==> config.mk <==
export PLATFORM = sky130hd
export DESIGN_NAME = multicycle_ctrl_fsm
export DESIGN_NICKNAME = d
export VERILOG_FILES = /design/src/rtl/ctrl_pkg.sv /design/src/rtl/alu_op_decode.sv /design/src/rtl/multicycle_ctrl_fsm.sv
export SDC_FILE = /design/constraint.sdc
export NUM_CORES = 1
export LEC_CHECK = 0
export BUFFER_PORTS_ARGS = -buffer_cell sky130_fd_sc_hd__clkbuf_2
export CAP_MARGIN = 20
export CORE_AREA = 2 2 71 100
export DETAILED_ROUTE_END_ITERATION = 7
export DIE_AREA = 0 0 73 102
export SKIP_CTS_REPAIR_TIMING = 1
export SLEW_MARGIN = 30
export SYNTH_ARGS = -nofsm -noshare
export SYNTH_HDL_FRONTEND = slang
export SYNTH_HIERARCHICAL = 1
export SYNTH_SLANG_ARGS = --single-unit
==> constraint.sdc <==
create_clock -name clk_i -period 2.9 [get_ports clk_i]
set_clock_uncertainty 0.15 [all_clocks]
set_input_delay 0.29 -clock clk_i [delete_from_list [all_inputs] [get_ports clk_i]]
set_output_delay 0.29 -clock clk_i [all_outputs]
set_load 0.02 [all_outputs]
==> src/rtl/ctrl_pkg.sv <==
// Shared encodings for the multi-cycle RV32I control path: FSM states,
// opcodes, and the select/operation codes driven onto the datapath.
package ctrl_pkg;

  typedef enum logic [3:0] {
    S_FETCH    = 4'd0,
    S_DECODE   = 4'd1,
    S_MEMADR   = 4'd2,
    S_MEMREAD  = 4'd3,
    S_MEMWB    = 4'd4,
    S_MEMWRITE = 4'd5,
    S_EXEC_R   = 4'd6,
    S_EXEC_I   = 4'd7,
    S_ALUWB    = 4'd8,
    S_BRANCH   = 4'd9,
    S_JAL      = 4'd10
  } state_t;

  localparam logic [6:0] OP_LOAD   = 7'b0000011;
  localparam logic [6:0] OP_STORE  = 7'b0100011;
  localparam logic [6:0] OP_R      = 7'b0110011;
  localparam logic [6:0] OP_I      = 7'b0010011;
  localparam logic [6:0] OP_BRANCH = 7'b1100011;
  localparam logic [6:0] OP_JAL    = 7'b1101111;

  localparam logic [2:0] ALU_ADD = 3'b000;
  localparam logic [2:0] ALU_SUB = 3'b001;
  localparam logic [2:0] ALU_AND = 3'b010;
  localparam logic [2:0] ALU_OR  = 3'b011;
  localparam logic [2:0] ALU_SLT = 3'b101;

  localparam logic [2:0] IMM_I = 3'b000;
  localparam logic [2:0] IMM_B = 3'b001;
  localparam logic [2:0] IMM_S = 3'b010;
  localparam logic [2:0] IMM_J = 3'b011;

  localparam logic [1:0] RES_ALUOUT    = 2'b00;
  localparam logic [1:0] RES_DATA      = 2'b01;
  localparam logic [1:0] RES_ALURESULT = 2'b10;

  localparam logic [1:0] SRCA_PC    = 2'b00;
  localparam logic [1:0] SRCA_OLDPC = 2'b01;
  localparam logic [1:0] SRCA_RD1   = 2'b10;

  localparam logic [1:0] SRCB_RD2  = 2'b00;
  localparam logic [1:0] SRCB_IMM  = 2'b01;
  localparam logic [1:0] SRCB_FOUR = 2'b10;

endpackage

==> src/rtl/alu_op_decode.sv <==
// ALU operation decode from funct3/funct7/op[5]; the same mapping is used
// by the single-cycle core.
module alu_op_decode
  import ctrl_pkg::*;
(
  input  logic [2:0] funct3_i,
  input  logic       funct7_i,
  input  logic       op5_i,
  output logic [2:0] alu_control_o
);

  always_comb begin
    alu_control_o = ALU_ADD;
    case (funct3_i)
      // op[5] separates R-type from immediate forms: there is no subi
      3'b000:  alu_control_o = (op5_i & funct7_i) ? ALU_SUB : ALU_ADD;
      3'b010:  alu_control_o = ALU_SLT;
      3'b110:  alu_control_o = ALU_OR;
      3'b111:  alu_control_o = ALU_AND;
      default: alu_control_o = ALU_ADD;
    endcase
  end

endmodule

==> src/rtl/multicycle_ctrl_fsm.sv <==
// Multi-cycle RV32I sequencer: walks each instruction through fetch, decode,
// execute, memory and writeback, stalling on memory, and counts retirements.
module multicycle_ctrl_fsm
  import ctrl_pkg::*;
#(
  parameter int CNT_W = 32
) (
  input  logic             clk_i,
  input  logic             rst_i,
  input  logic [6:0]       op_i,
  input  logic [2:0]       funct3_i,
  input  logic             funct7_i,
  input  logic             Zero_i,
  input  logic             mem_ready_i,
  output logic             PCWrite_o,
  output logic             AdrSrc_o,
  output logic             MemRead_o,
  output logic             MemWrite_o,
  output logic             IRWrite_o,
  output logic             RegWrite_o,
  output logic [1:0]       ResultSrc_o,
  output logic [1:0]       ALUSrcA_o,
  output logic [1:0]       ALUSrcB_o,
  output logic [2:0]       ALUControl_o,
  output logic [2:0]       ImmSrc_o,
  output logic             illegal_o,
  output logic [CNT_W-1:0] instret_o,
  output state_t           state_dbg_o
);

  state_t     state;
  state_t     state_next;
  logic       retire;
  logic       jal_wb;
  logic [2:0] exec_alu;

  alu_op_decode u_alu_op_decode (
    .funct3_i      (funct3_i),
    .funct7_i      (funct7_i),
    .op5_i         (op_i[5]),
    .alu_control_o (exec_alu)
  );

  assign state_dbg_o = state;

  // Memory handshake: MemRead_o/MemWrite_o act as valid and stay high until
  // the cycle mem_ready_i is seen; that cycle completes the access and the
  // FSM moves on. mem_ready_i is ignored in every other state.
  always_comb begin
    state_next   = state;
    retire       = 1'b0;
    PCWrite_o    = 1'b0;
    AdrSrc_o     = 1'b0;
    MemRead_o    = 1'b0;
    MemWrite_o   = 1'b0;
    IRWrite_o    = 1'b0;
    RegWrite_o   = 1'b0;
    ResultSrc_o  = RES_ALUOUT;
    ALUSrcA_o    = SRCA_PC;
    ALUSrcB_o    = SRCB_RD2;
    ALUControl_o = ALU_ADD;
    ImmSrc_o     = IMM_I;
    illegal_o    = 1'b0;
    case (state)
      S_FETCH: begin
        MemRead_o   = 1'b1;
        ALUSrcB_o   = SRCB_FOUR;
        ResultSrc_o = RES_ALURESULT;
        if (mem_ready_i) begin
          IRWrite_o  = 1'b1;
          PCWrite_o  = 1'b1;
          state_next = S_DECODE;
        end
      end
      S_DECODE: begin
        // ALUOut captures OldPC + imm: the branch or jump target
        ALUSrcA_o = SRCA_OLDPC;
        ALUSrcB_o = SRCB_IMM;
        ImmSrc_o  = (op_i == OP_JAL) ? IMM_J : IMM_B;
        case (op_i)
          OP_LOAD, OP_STORE: state_next = S_MEMADR;
          OP_R:              state_next = S_EXEC_R;
          OP_I:              state_next = S_EXEC_I;
          OP_BRANCH:         state_next = S_BRANCH;
          OP_JAL:            state_next = S_JAL;
          default: begin
            illegal_o  = 1'b1;
            state_next = S_FETCH;
          end
        endcase
      end
      S_MEMADR: begin
        ALUSrcA_o  = SRCA_RD1;
        ALUSrcB_o  = SRCB_IMM;
        ImmSrc_o   = op_i[5] ? IMM_S : IMM_I;
        state_next = op_i[5] ? S_MEMWRITE : S_MEMREAD;
      end
      S_MEMREAD: begin
        AdrSrc_o  = 1'b1;
        MemRead_o = 1'b1;
        if (mem_ready_i) state_next = S_MEMWB;
      end
      S_MEMWB: begin
        ResultSrc_o = RES_DATA;
        RegWrite_o  = 1'b1;
        retire      = 1'b1;
        state_next  = S_FETCH;
      end
      S_MEMWRITE: begin
        AdrSrc_o   = 1'b1;
        MemWrite_o = 1'b1;
        if (mem_ready_i) begin
          retire     = 1'b1;
          state_next = S_FETCH;
        end
      end
      S_EXEC_R, S_EXEC_I: begin
        ALUSrcA_o    = SRCA_RD1;
        ALUSrcB_o    = (state == S_EXEC_I) ? SRCB_IMM : SRCB_RD2;
        ALUControl_o = exec_alu;
        state_next   = S_ALUWB;
      end
      S_ALUWB: begin
        RegWrite_o = 1'b1;
        // a JAL already retired in its own state
        retire     = ~jal_wb;
        state_next = S_FETCH;
      end
      S_BRANCH: begin
        ALUSrcA_o    = SRCA_RD1;
        ALUControl_o = ALU_SUB;
        PCWrite_o    = funct3_i[0] ? ~Zero_i : Zero_i;
        retire       = 1'b1;
        state_next   = S_FETCH;
      end
      S_JAL: begin
        ALUSrcA_o  = SRCA_OLDPC;
        ALUSrcB_o  = SRCB_FOUR;
        PCWrite_o  = 1'b1;
        retire     = 1'b1;
        state_next = S_ALUWB;
      end
      default: state_next = S_FETCH;
    endcase

    if (rst_i) begin
      PCWrite_o    = 1'b0;
      AdrSrc_o     = 1'b0;
      MemRead_o    = 1'b0;
      MemWrite_o   = 1'b0;
      IRWrite_o    = 1'b0;
      RegWrite_o   = 1'b0;
      ResultSrc_o  = 2'b00;
      ALUSrcA_o    = 2'b00;
      ALUSrcB_o    = 2'b00;
      ALUControl_o = 3'b000;
      ImmSrc_o     = 3'b000;
      illegal_o    = 1'b0;
    end
  end

  always_ff @(posedge clk_i) begin
    if (rst_i) begin
      state     <= S_FETCH;
      jal_wb    <= 1'b0;
      instret_o <= '0;
    end else begin
      state  <= state_next;
      jal_wb <= (state == S_JAL);
      if (retire) instret_o <= instret_o + {{(CNT_W-1){1'b0}}, 1'b1};
    end
  end

endmodule

==> results by group, run 1 <==
Route
  • Initial drt markers: around 90
  • WL/cell: around 14 um
  • Total Wirelength: approximately 6300 um
  • Post-DRT Antenna Nets: 0
  • Drt pass-1 iters: 4
  • # DRC: 0
  • DR vias: 2470
  • Vias per cell: around 5.7

Global routing
  • Global Route Usage Sum: 17.1%
  • Total gr overflow: 0
  • Initial antenna violation count: 0
  • Pin count of the biggest net entering global routing: 37
  • First-pass GRT wire length: approximately 10000 um
  • Number of global-route vias before repair: about 2200

Pwr
  • VDD IR max: 0.434 mV
  • Pleak: approximately 1.1 nW
  • P per Cell Area: 407 nW/um^2

Floorplan
  • Die ar.: around 7400 sq um
  • FP Rows: 35
  • DIE HEIGHT: 102 um
  • Die width: roughly 73 um
  • Core Box Area: roughly 6500 sq um
  • I/O Pins: 70
  • Initial Util: 35.0%

Clock network
  • CTS buffer count: 5
  • Clk_lat worst skew: approximately 0.29 ns
  • H-tree levels: 2
  • Clock sinks: 37
  • Clock Root Buffer: clkbuf_8
  • CTS tree: yes
  • CTS max path bufs: 2
  • Clock transition at path regs: 0.08 ns

Synthesis
  • Synth warn: 6
  • Register area share after synthesis: between 30 and 40%
  • Mapped Area: between 2000 and 2500 sq um
  • Mean Syn Cell Area: 7.53 sq um
  • Post-synth top area share: around 32%
  • Seq cells post-synth: 37
  • Ys async rst share: 0%
  • Main synth FF type: dfxtp_1
  • Cell type with the largest total area after synthesis: dfxtp_1
  • Synth Instances: between 300 and 400
  • Net Count, Synth: about 320
  • Top cells by area, synth: dfxtp_1, a21oi_1, o31ai_1, or4_1, nand3_1
  • Post-synth EDFFs: 0
  • Cell variety after synth: between 40 and 50

Timing
  • Worst slew pin tran: 0.710 ns
  • Setup TNS Final: 0 ns
  • RSZ-0062 raised after global routing: false
  • Final Hold Vio Count: 0
  • Final min period: 2.59 ns
  • Max Clock Freq: 386 MHz
  • Max Slew Vio Count: 0
  • Relative slew margins: a little over half
  • Final Setup Violations: 0
  • Hold_ws: ~0.24 ns
  • Fin crit share: approximately nine tenths

Critical path
  • Worst Setup Start Kind: flip-flop
  • Crit path kind: flip-flop to primary output
  • Crit-path max FO: 17
  • Worst EP required: ~2.5 ns
  • Arr. time, crit path: approximately 2.2 ns
  • Crit path capture type: primary output

Final layout
  • Area of the multi-input gates: about 1400 sq um
  • Commonest non-fill, non-tap cell in the layout: clkbuf_2
  • Fillers: roughly 670
  • # diodes: 0
  • Layout cell share with drive strength beyond 1: about 25%
  • Most frequent cells in the layout: clkbuf_2, dfxtp_1, a21oi_1
  • Area delta synth->final: 22.3%
  • FF/Latch Area: between 700 and 800 sq um
  • Final net count: 378

Run
  • Max-cap violations: 0

Status
  • Status: completed

Place
  • Final GP Congestion: about 0.95
  • Hpwl dp: between 4000 and 5000 um
  • PortBufs: between 60 and 70

Hold path
  • Class of the worst hold path: input port to flip-flop
## state kept, by name (all words and copies together) (netlist names)
signal	count
instret_o	32
jal_wb	1
state_dbg_o	4
## report_power, final
group / internal, W / switching (W) / leakage (nW) / total [W]
registers: 0.000509 / 0.00000561 / 0.298 / 0.000515
clock network: 0.000342 / 0.000191 / 0.0681 / 0.000533
logic: 0.0000310 / 0.0000576 / 0.690 / 0.0000886
## final timing paths
kind	from	endpoint	slack (ns)	cells past startpoint
worst min register to register	instret_o[31]	instret_o[31]	0.34	2
worst min-delay path	mem_ready_i	state_dbg_o[2]	0.24	3
worst max register to register	state_dbg_o[0]	instret_o[21]	0.55	5
worst max-delay path	state_dbg_o[0]	ImmSrc_o[1]	0.31	5
## layout make-up
class	instances	area share (%)
Clock buffer	5	2.47
Timing Repair Buffer	73	13.5
Multi-Input combinational cell	235	50.4
Tap cell	74	3.32
Sequential cell	37	26.5
Clock inverter	3	2.33
Inverter	10	1.35
## kinds of logic after synthesis
kind of cell | synth area share (%)
multiplexers | 1.43
other | 0.164
buffers and inverters | 5.81
AO/OA/AOI/OAI | 23.0
flip-flops | 32.5
AND/OR/NAND/NOR | 34.7
adder cells (fa/ha/maj) | 0.548
XOR/XNOR | 1.92
## metrics by stage
stage          area (sq um)  setup WS (ns)  power (W)  utilization [%]  cells
6_report               2790          0.309    0.00114             42.8    437
2_1_floorplan          2280          0.163   0.000581                -    303
3_5_place_dp           2660          0.576   0.000615             40.7    429
4_1_cts                2790          0.310    0.00115             42.8    437
3_3_place_gp           2660          0.638   0.000614             40.7    429
5_1_grt                2790         0.0807    0.00118             42.8    437
## Yosys cell counts (3+ instances only)
cell type / instances
dfxtp_1: 37
a21oi_1: 36
o31ai_1: 24
or4_1: 22
nand2_1: 21
nor2_1: 21
nand3_1: 16
o21ai_0: 15
clkbuf_1: 11
inv_1: 10
and3_1: 7
nand4_1: 7
nor3_1: 7
or3_1: 7
nand2b_1: 6
nor2b_1: 6
nor4_1: 5
buf_1: 4
buf_2: 4
xor2_1: 4
o21a_1: 3
or2_2: 3
## worst max-delay path, cell delays in order, from the launching register on
cell	delay, ns
dfxtp_1	0.66
nand2b_1	0.26
nor4_1	0.54
a32oi_1	0.10
nor2_1	0.12
clkbuf_2	0.18
## metal layers
layer	GRT usage (%)	wire length (um)
met3	2.76	346
met1	21.6	2810
met5	0	0
met4	6.27	82
met2	29.1	3040
(Power assumes the default switching activity.)
==> run 2: changes to the inputs <==
--- a/config.mk
+++ b/config.mk
@@ -10,6 +10,7 @@
 export CORE_AREA = 2 2 71 100
 export DETAILED_ROUTE_END_ITERATION = 7
 export DIE_AREA = 0 0 73 102
+export HOLD_SLACK_MARGIN = 0.1
 export SKIP_CTS_REPAIR_TIMING = 1
 export SLEW_MARGIN = 30
 export SYNTH_ARGS = -nofsm -noshare
==> constraint.sdc (replaced) <==
create_clock -name clk_i -period 2.9 [get_ports clk_i]
set_clock_uncertainty 0.15 [all_clocks]
set_input_delay 0.435 -clock clk_i [delete_from_list [all_inputs] [get_ports clk_i]]
set_output_delay 0.435 -clock clk_i [all_outputs]
set_load 0.02 [all_outputs]
==> run 2 against run 1 <==
Effect of this change:
- die area stayed put
- via count increased by 2.5%
- setup slack got worse by 0.061 ns
- sequential power barely moved
- global-route usage is 0.077 points lower
- non-clock buffer count is the same
- combinational power up 0.5%
- final area down 1.2%
- clock-buffer cell count increased by 2
- critical path depth did not move
- clock power decreased by 25%
- sequential cell count did not move
==> results by group, run 2 (synthesis results as in run 1) <==
Timing
  • Relative slew margins: between 50% and 60%
  • Fin crit share: between 90% and 100%
  • Final critical-path setup slack: approximately 0.25 ns
  • Final Setup Violations: 0
  • Hold_ws: 0.310 ns
  • Max Slew Vio Count: 0
  • Max Clock Freq: roughly 380 MHz
  • Final Hold Vio Count: 0
  • Setup TNS Final: 0 ns
  • Worst slew pin tran: between 0.6 and 0.7 ns
  • RSZ-0062 raised after global routing: false
  • Final min period: approximately 2.7 ns

Critical path
  • Max stage delay on crit path: approximately 0.66 ns
  • Worst Setup SP: state_dbg_o[0]
  • Worst Setup Start Kind: flip-flop
  • Top cell family by delay on the critical path: simple AND/OR/NAND/NOR gates
  • R2R Setup Slk: about 0.4 ns
  • Arr. time, crit path: a little over 2 ns
  • Critical R2R Launch: state_dbg_o[3]
  • Crit path kind: flip-flop to primary output
  • Bufs and invs on worst path: 1
  • Crit path capture type: primary output
  • Worst EP required: 2.32 ns
  • Crit-path max FO: 17
  • Crit path depth: 5
  • Reg2Reg Depth: 5
  • CP max-delay cell: dfxtp_1
  • Worst-path cell chain: nand2b_1 -> nor4_1 -> a32oi_1 -> nor2_1 -> clkbuf_2
  • RR Endpoint: instret_o[15]
  • Worst setup path end: ImmSrc_o[1]

Floorplan
  • Die width: between 70 and 80 um
  • FP Rows: 35
  • Initial Util: a little over a third
  • Die ar.: approximately 7400 sq um
  • I/O Pins: 70
  • Core Box Area: ~6500 sq um
  • DIE HEIGHT: 102 um

Clock network
  • CTS tree: yes
  • H-tree levels: 2
  • Clk_lat worst skew: 0.29 ns
  • CTS buffer count: 5
  • Clock Root Buffer: clkbuf_8
  • Clock sinks: 37
  • Clock transition at path regs: roughly 0.07 ns
  • CTS max path bufs: 2

Pwr
  • VDD IR max: around 0.25 mV
  • P per Cell Area: 364 nW/um^2
  • Pleak: roughly 1.0 nW
  • Total power: roughly 0.0010 W

Global routing
  • First-pass GRT wire length: between 10000 and 15000 um
  • Pin count of the biggest net entering global routing: 37
  • Number of global-route vias before repair: 2174
  • Global Route Usage Sum: around 17%
  • Initial antenna violation count: 0
  • Total gr overflow: 0

Route
  • Initial drt markers: 80
  • WL/cell: roughly 15 um
  • Vias per cell: about 5.8
  • Total Wirelength: between 6000 and 7000 um
  • DR vias: ~2500
  • Post-DRT Antenna Nets: 0
  • # DRC: 0
  • Drt pass-1 iters: 5

Final layout
  • Most flops, register: instret_o
  • Most frequent cells in the layout: clkbuf_2, dfxtp_1, a21oi_1
  • Layout cell share with drive strength beyond 1: 25.1%
  • # diodes: 0
  • Area delta synth->final: 20.9%
  • Max FFs per register: 32
  • Commonest non-fill, non-tap cell in the layout: clkbuf_2
  • Final net count: around 380

Run
  • Max-cap violations: 0

Status
  • Status: completed

Hold path
  • Worst Hold Launch: rst_i
  • Class of the worst hold path: input port to flip-flop

Place
  • PortBufs: just under 70
  • Final GP Congestion: around 0.94
  • Pre-CTS WS: ~0.43 ns
  • Hpwl dp: 4620 um
[run 2: how the worst min path moves through the flow]
| stage | slack (ns) | to | cells after the start |
|---|---|---|---|
| finish | 0.31 | state_dbg_o[2] | 2 |
| global route | 0.32 | state_dbg_o[2] | 2 |
| CTS | 0.30 | state_dbg_o[2] | 2 |
| detailed placement | 0.32 | instret_o[31] | 2 |
| global placement | 0.32 | instret_o[31] | 2 |
| floorplan | 0.40 | instret_o[31] | 2 |
[run 2: metrics by stage]
stage / cell area [sq um] / cells / util [%]
after floorplan: 2280 / 303 / -
after global placement: 2660 / 429 / 40.7
after detailed placement: 2660 / 429 / 40.7
after CTS: 2760 / 437 / 42.3
after global routing: 2760 / 437 / 42.3
final: 2760 / 437 / 42.3
[run 2: area by class of cell]
cell class / instances / area (sq um)
fillers: 659 / 3770
multi-input cells: 235 / 1410
flip-flops and latches: 37 / 741
repair buffers: 73 / 378
clock buffers: 7 / 96.3
well taps: 74 / 92.6
inverters: 10 / 37.5
clock inverters: 1 / 5.00
[run 2: power by group]
| part | internal [W] | switching [W] | leakage (nW) |
|---|---|---|---|
| Clock | 0.000215 | 0.000184 | 0.0542 |
| Combinational | 0.0000319 | 0.0000571 | 0.689 |
| Sequential | 0.000509 | 0.00000594 | 0.298 |
[run 2: layer usage]
| layer | track usage (%) | up-vias | part of all wire (%) |
|---|---|---|---|
| li1 | - | 1263 | - |
| met1 | 21.5 | 1159 | 45 |
| met2 | 29.7 | 98 | 48 |
| met3 | 2.86 | 11 | 5.1 |
| met4 | 4.70 | 0 | 1.4 |
| met5 | 0 | - | 0 |
==> run 3: changes to the inputs <==
--- a/config.mk
+++ b/config.mk
@@ -5,11 +5,11 @@
 export SDC_FILE = /design/constraint.sdc
 export NUM_CORES = 1
 export LEC_CHECK = 0
-export BUFFER_PORTS_ARGS = -buffer_cell sky130_fd_sc_hd__clkbuf_2
 export CAP_MARGIN = 20
 export CORE_AREA = 2 2 71 100
 export DETAILED_ROUTE_END_ITERATION = 7
 export DIE_AREA = 0 0 73 102
+export DONT_BUFFER_PORTS = 1
 export HOLD_SLACK_MARGIN = 0.1
 export SKIP_CTS_REPAIR_TIMING = 1
 export SLEW_MARGIN = 30
==> run 3 against run 2 <==
Effect of this change:
- first-iteration DRC count down 13%
- sequential share of layout area rose by 2.2 points
- routed wire length decreased by 3.2%
- final area fell by 7.5%
- total power is 6.0% higher
- register-to-register slack gained 0.04 ns
- clock power rose by 19%
- setup slack better by 0.18 ns
- final cell count decreased by 12%
- critical endpoint is now instret_o[28]
- largest cell class unchanged
- largest power group unchanged
- highest routed layer unchanged
==> results by group, run 3 (synthesis results as in run 1) <==
Global routing
  • Initial antenna violation count: 0
  • Pin count of the biggest net entering global routing: 50
  • Global Route Usage Sum: between 10% and 20%
  • Number of global-route vias before repair: 2195
  • Total gr overflow: 0
  • First-pass GRT wire length: 10400 um

Route
  • Drt pass-1 iters: 4
  • # DRC: 0
  • Vias per cell: 6.13
  • DR vias: 2347
  • WL/cell: 16.1 um
  • Initial drt markers: 70
  • Post-DRT Antenna Nets: 0
  • Total Wirelength: 6180 um

Timing
  • Worst slew pin tran: a little under 0.7 ns
  • Final min period: 2.47 ns
  • RSZ-0062 raised after global routing: false
  • Relative slew margins: 53.7%
  • Fin crit share: ~85%
  • Setup TNS Final: 0 ns
  • Final Setup Violations: 0
  • Max Clock Freq: roughly 400 MHz
  • Final Hold Vio Count: 0
  • Max Slew Vio Count: 0

Clock network
  • Clock transition at path regs: approximately 0.080 ns
  • CTS buffer count: 5
  • Clock Root Buffer: clkbuf_8
  • CTS max path bufs: 2
  • H-tree levels: 2
  • CTS tree: yes
  • Clk_lat worst skew: between 0.2 and 0.3 ns
  • Clock sinks: 37

Floorplan
  • FP Rows: 35
  • Initial Util: 35.0%
  • Core Box Area: roughly 6500 sq um
  • Die ar.: approximately 7400 sq um
  • Die width: approximately 73 um
  • DIE HEIGHT: between 100 and 150 um
  • I/O Pins: 70

Pwr
  • Switching power: 0.000246 W
  • P per Cell Area: 416 nW/um^2
  • Pleak: ~0.82 nW
  • VDD IR max: a little under 0.3 mV
  • Share of total power in combinational logic: between 7 and 8%
  • Reg power frac: around half
  • Pint: ~0.0008 W
  • Clock share of power: 44.6%
  • Sw Ratio: 23.1%

Place
  • PortBufs: 0
  • Final GP Congestion: roughly 0.8
  • Post-DP Area: between 2000 and 2500 sq um
  • Hpwl dp: about 4400 um
  • Placed cells: around 370

Critical path
  • R2R Setup Slk: between 0.4 and 0.5 ns
  • Worst EP required: a little under 3 ns
  • Crit-path max FO: 17
  • Reg2Reg Depth: 5
  • Critical R2R Launch: instret_o[2]
  • Crit path capture type: flip-flop
  • RR Endpoint: instret_o[28]
  • Arr. time, crit path: between 2 and 3 ns
  • Worst Setup Start Kind: flip-flop
  • Crit path kind: flip-flop to flip-flop

Final layout
  • Final instance area: about 2600 sq um
  • # diodes: 0
  • Area delta synth->final: 11.8%
  • Most frequent cells in the layout: dfxtp_1, a21oi_1, o31ai_1
  • Most flops, register: instret_o
  • Commonest non-fill, non-tap cell in the layout: dfxtp_1
  • Finished Layout Cells: around 380
  • Final net count: approximately 320
  • Layout cell share with drive strength beyond 1: a little under an eighth
  • Max FFs per register: 32

Hold path
  • Worst Hold Launch: rst_i
  • Worst Hold Path EP: state_dbg_o[0]
  • Class of the worst hold path: input port to flip-flop
  • Hold Path Depth: 1

Status
  • Status: completed

Run
  • Max-cap violations: 0
[run 3: worst max-delay path, cell delays in order (launching register included)]
cell     delay [ns]
dfxtp_1        0.57
nand4_2        0.22
nor3_1         0.36
nand2_1        0.38
or4_1          0.57
a21oi_1        0.15
[run 3: metal layers]
layer / up-vias / share of wire [%] / global-route usage, % / wire (um)
met5: - / 0 / 0 / 0
met4: 0 / 1.9 / 7.41 / 116
met3: 8 / 7.9 / 4.54 / 486
met2: 85 / 48 / 29.6 / 2980
met1: 1112 / 42 / 19.8 / 2600
li1: 1142 / - / - / -
[run 3: power by group through the flow]
| stage | Clock, W | Combinational (W) | Sequential [W] |
|---|---|---|---|
| final | 0.000474 | 0.0000771 | 0.000511 |
| after global routing | 0.000496 | 0.0000843 | 0.000512 |
| after floorplan | 0 | 0.0000561 | 0.000525 |
| after detailed placement | 0 | 0.0000656 | 0.000523 |
| after CTS | 0.000482 | 0.0000660 | 0.000511 |
| after global placement | 0 | 0.0000651 | 0.000523 |
[run 3: final cells by class]
class,count,area (sq um)
repair buffers,19,155
inverters,10,37.5
flip-flops and latches,37,741
fillers,663,3970
clock inverters,1,30.0
multi-input cells,235,1410
clock buffers,7,86.3
well taps,74,92.6
[run 3: how the worst max path moves through the flow]
stage	startpoint	endpoint	slack, ns
3_5_place_dp	state_dbg_o[3]	instret_o[9]	0.44
5_1_grt	instret_o[2]	instret_o[28]	0.13
6_report	instret_o[2]	instret_o[28]	0.43
2_1_floorplan	state_dbg_o[1]	ALUSrcB_o[0]	0.02
4_1_cts	state_dbg_o[3]	instret_o[15]	0.43
3_3_place_gp	instret_o[2]	instret_o[18]	0.52
[run 3: metrics by stage]
step | worst slack (ns) | hold WS (ns) | util [%] | power, W
floorplan | 0.0184 | 0.401 | - | 0.000581
global placement | 0.517 | 0.365 | 37.0 | 0.000588
detailed placement | 0.441 | 0.363 | 37.0 | 0.000589
CTS | 0.426 | 0.0460 | 38.8 | 0.00106
global route | 0.125 | 0.101 | 39.1 | 0.00109
finish | 0.427 | 0.102 | 39.1 | 0.00106
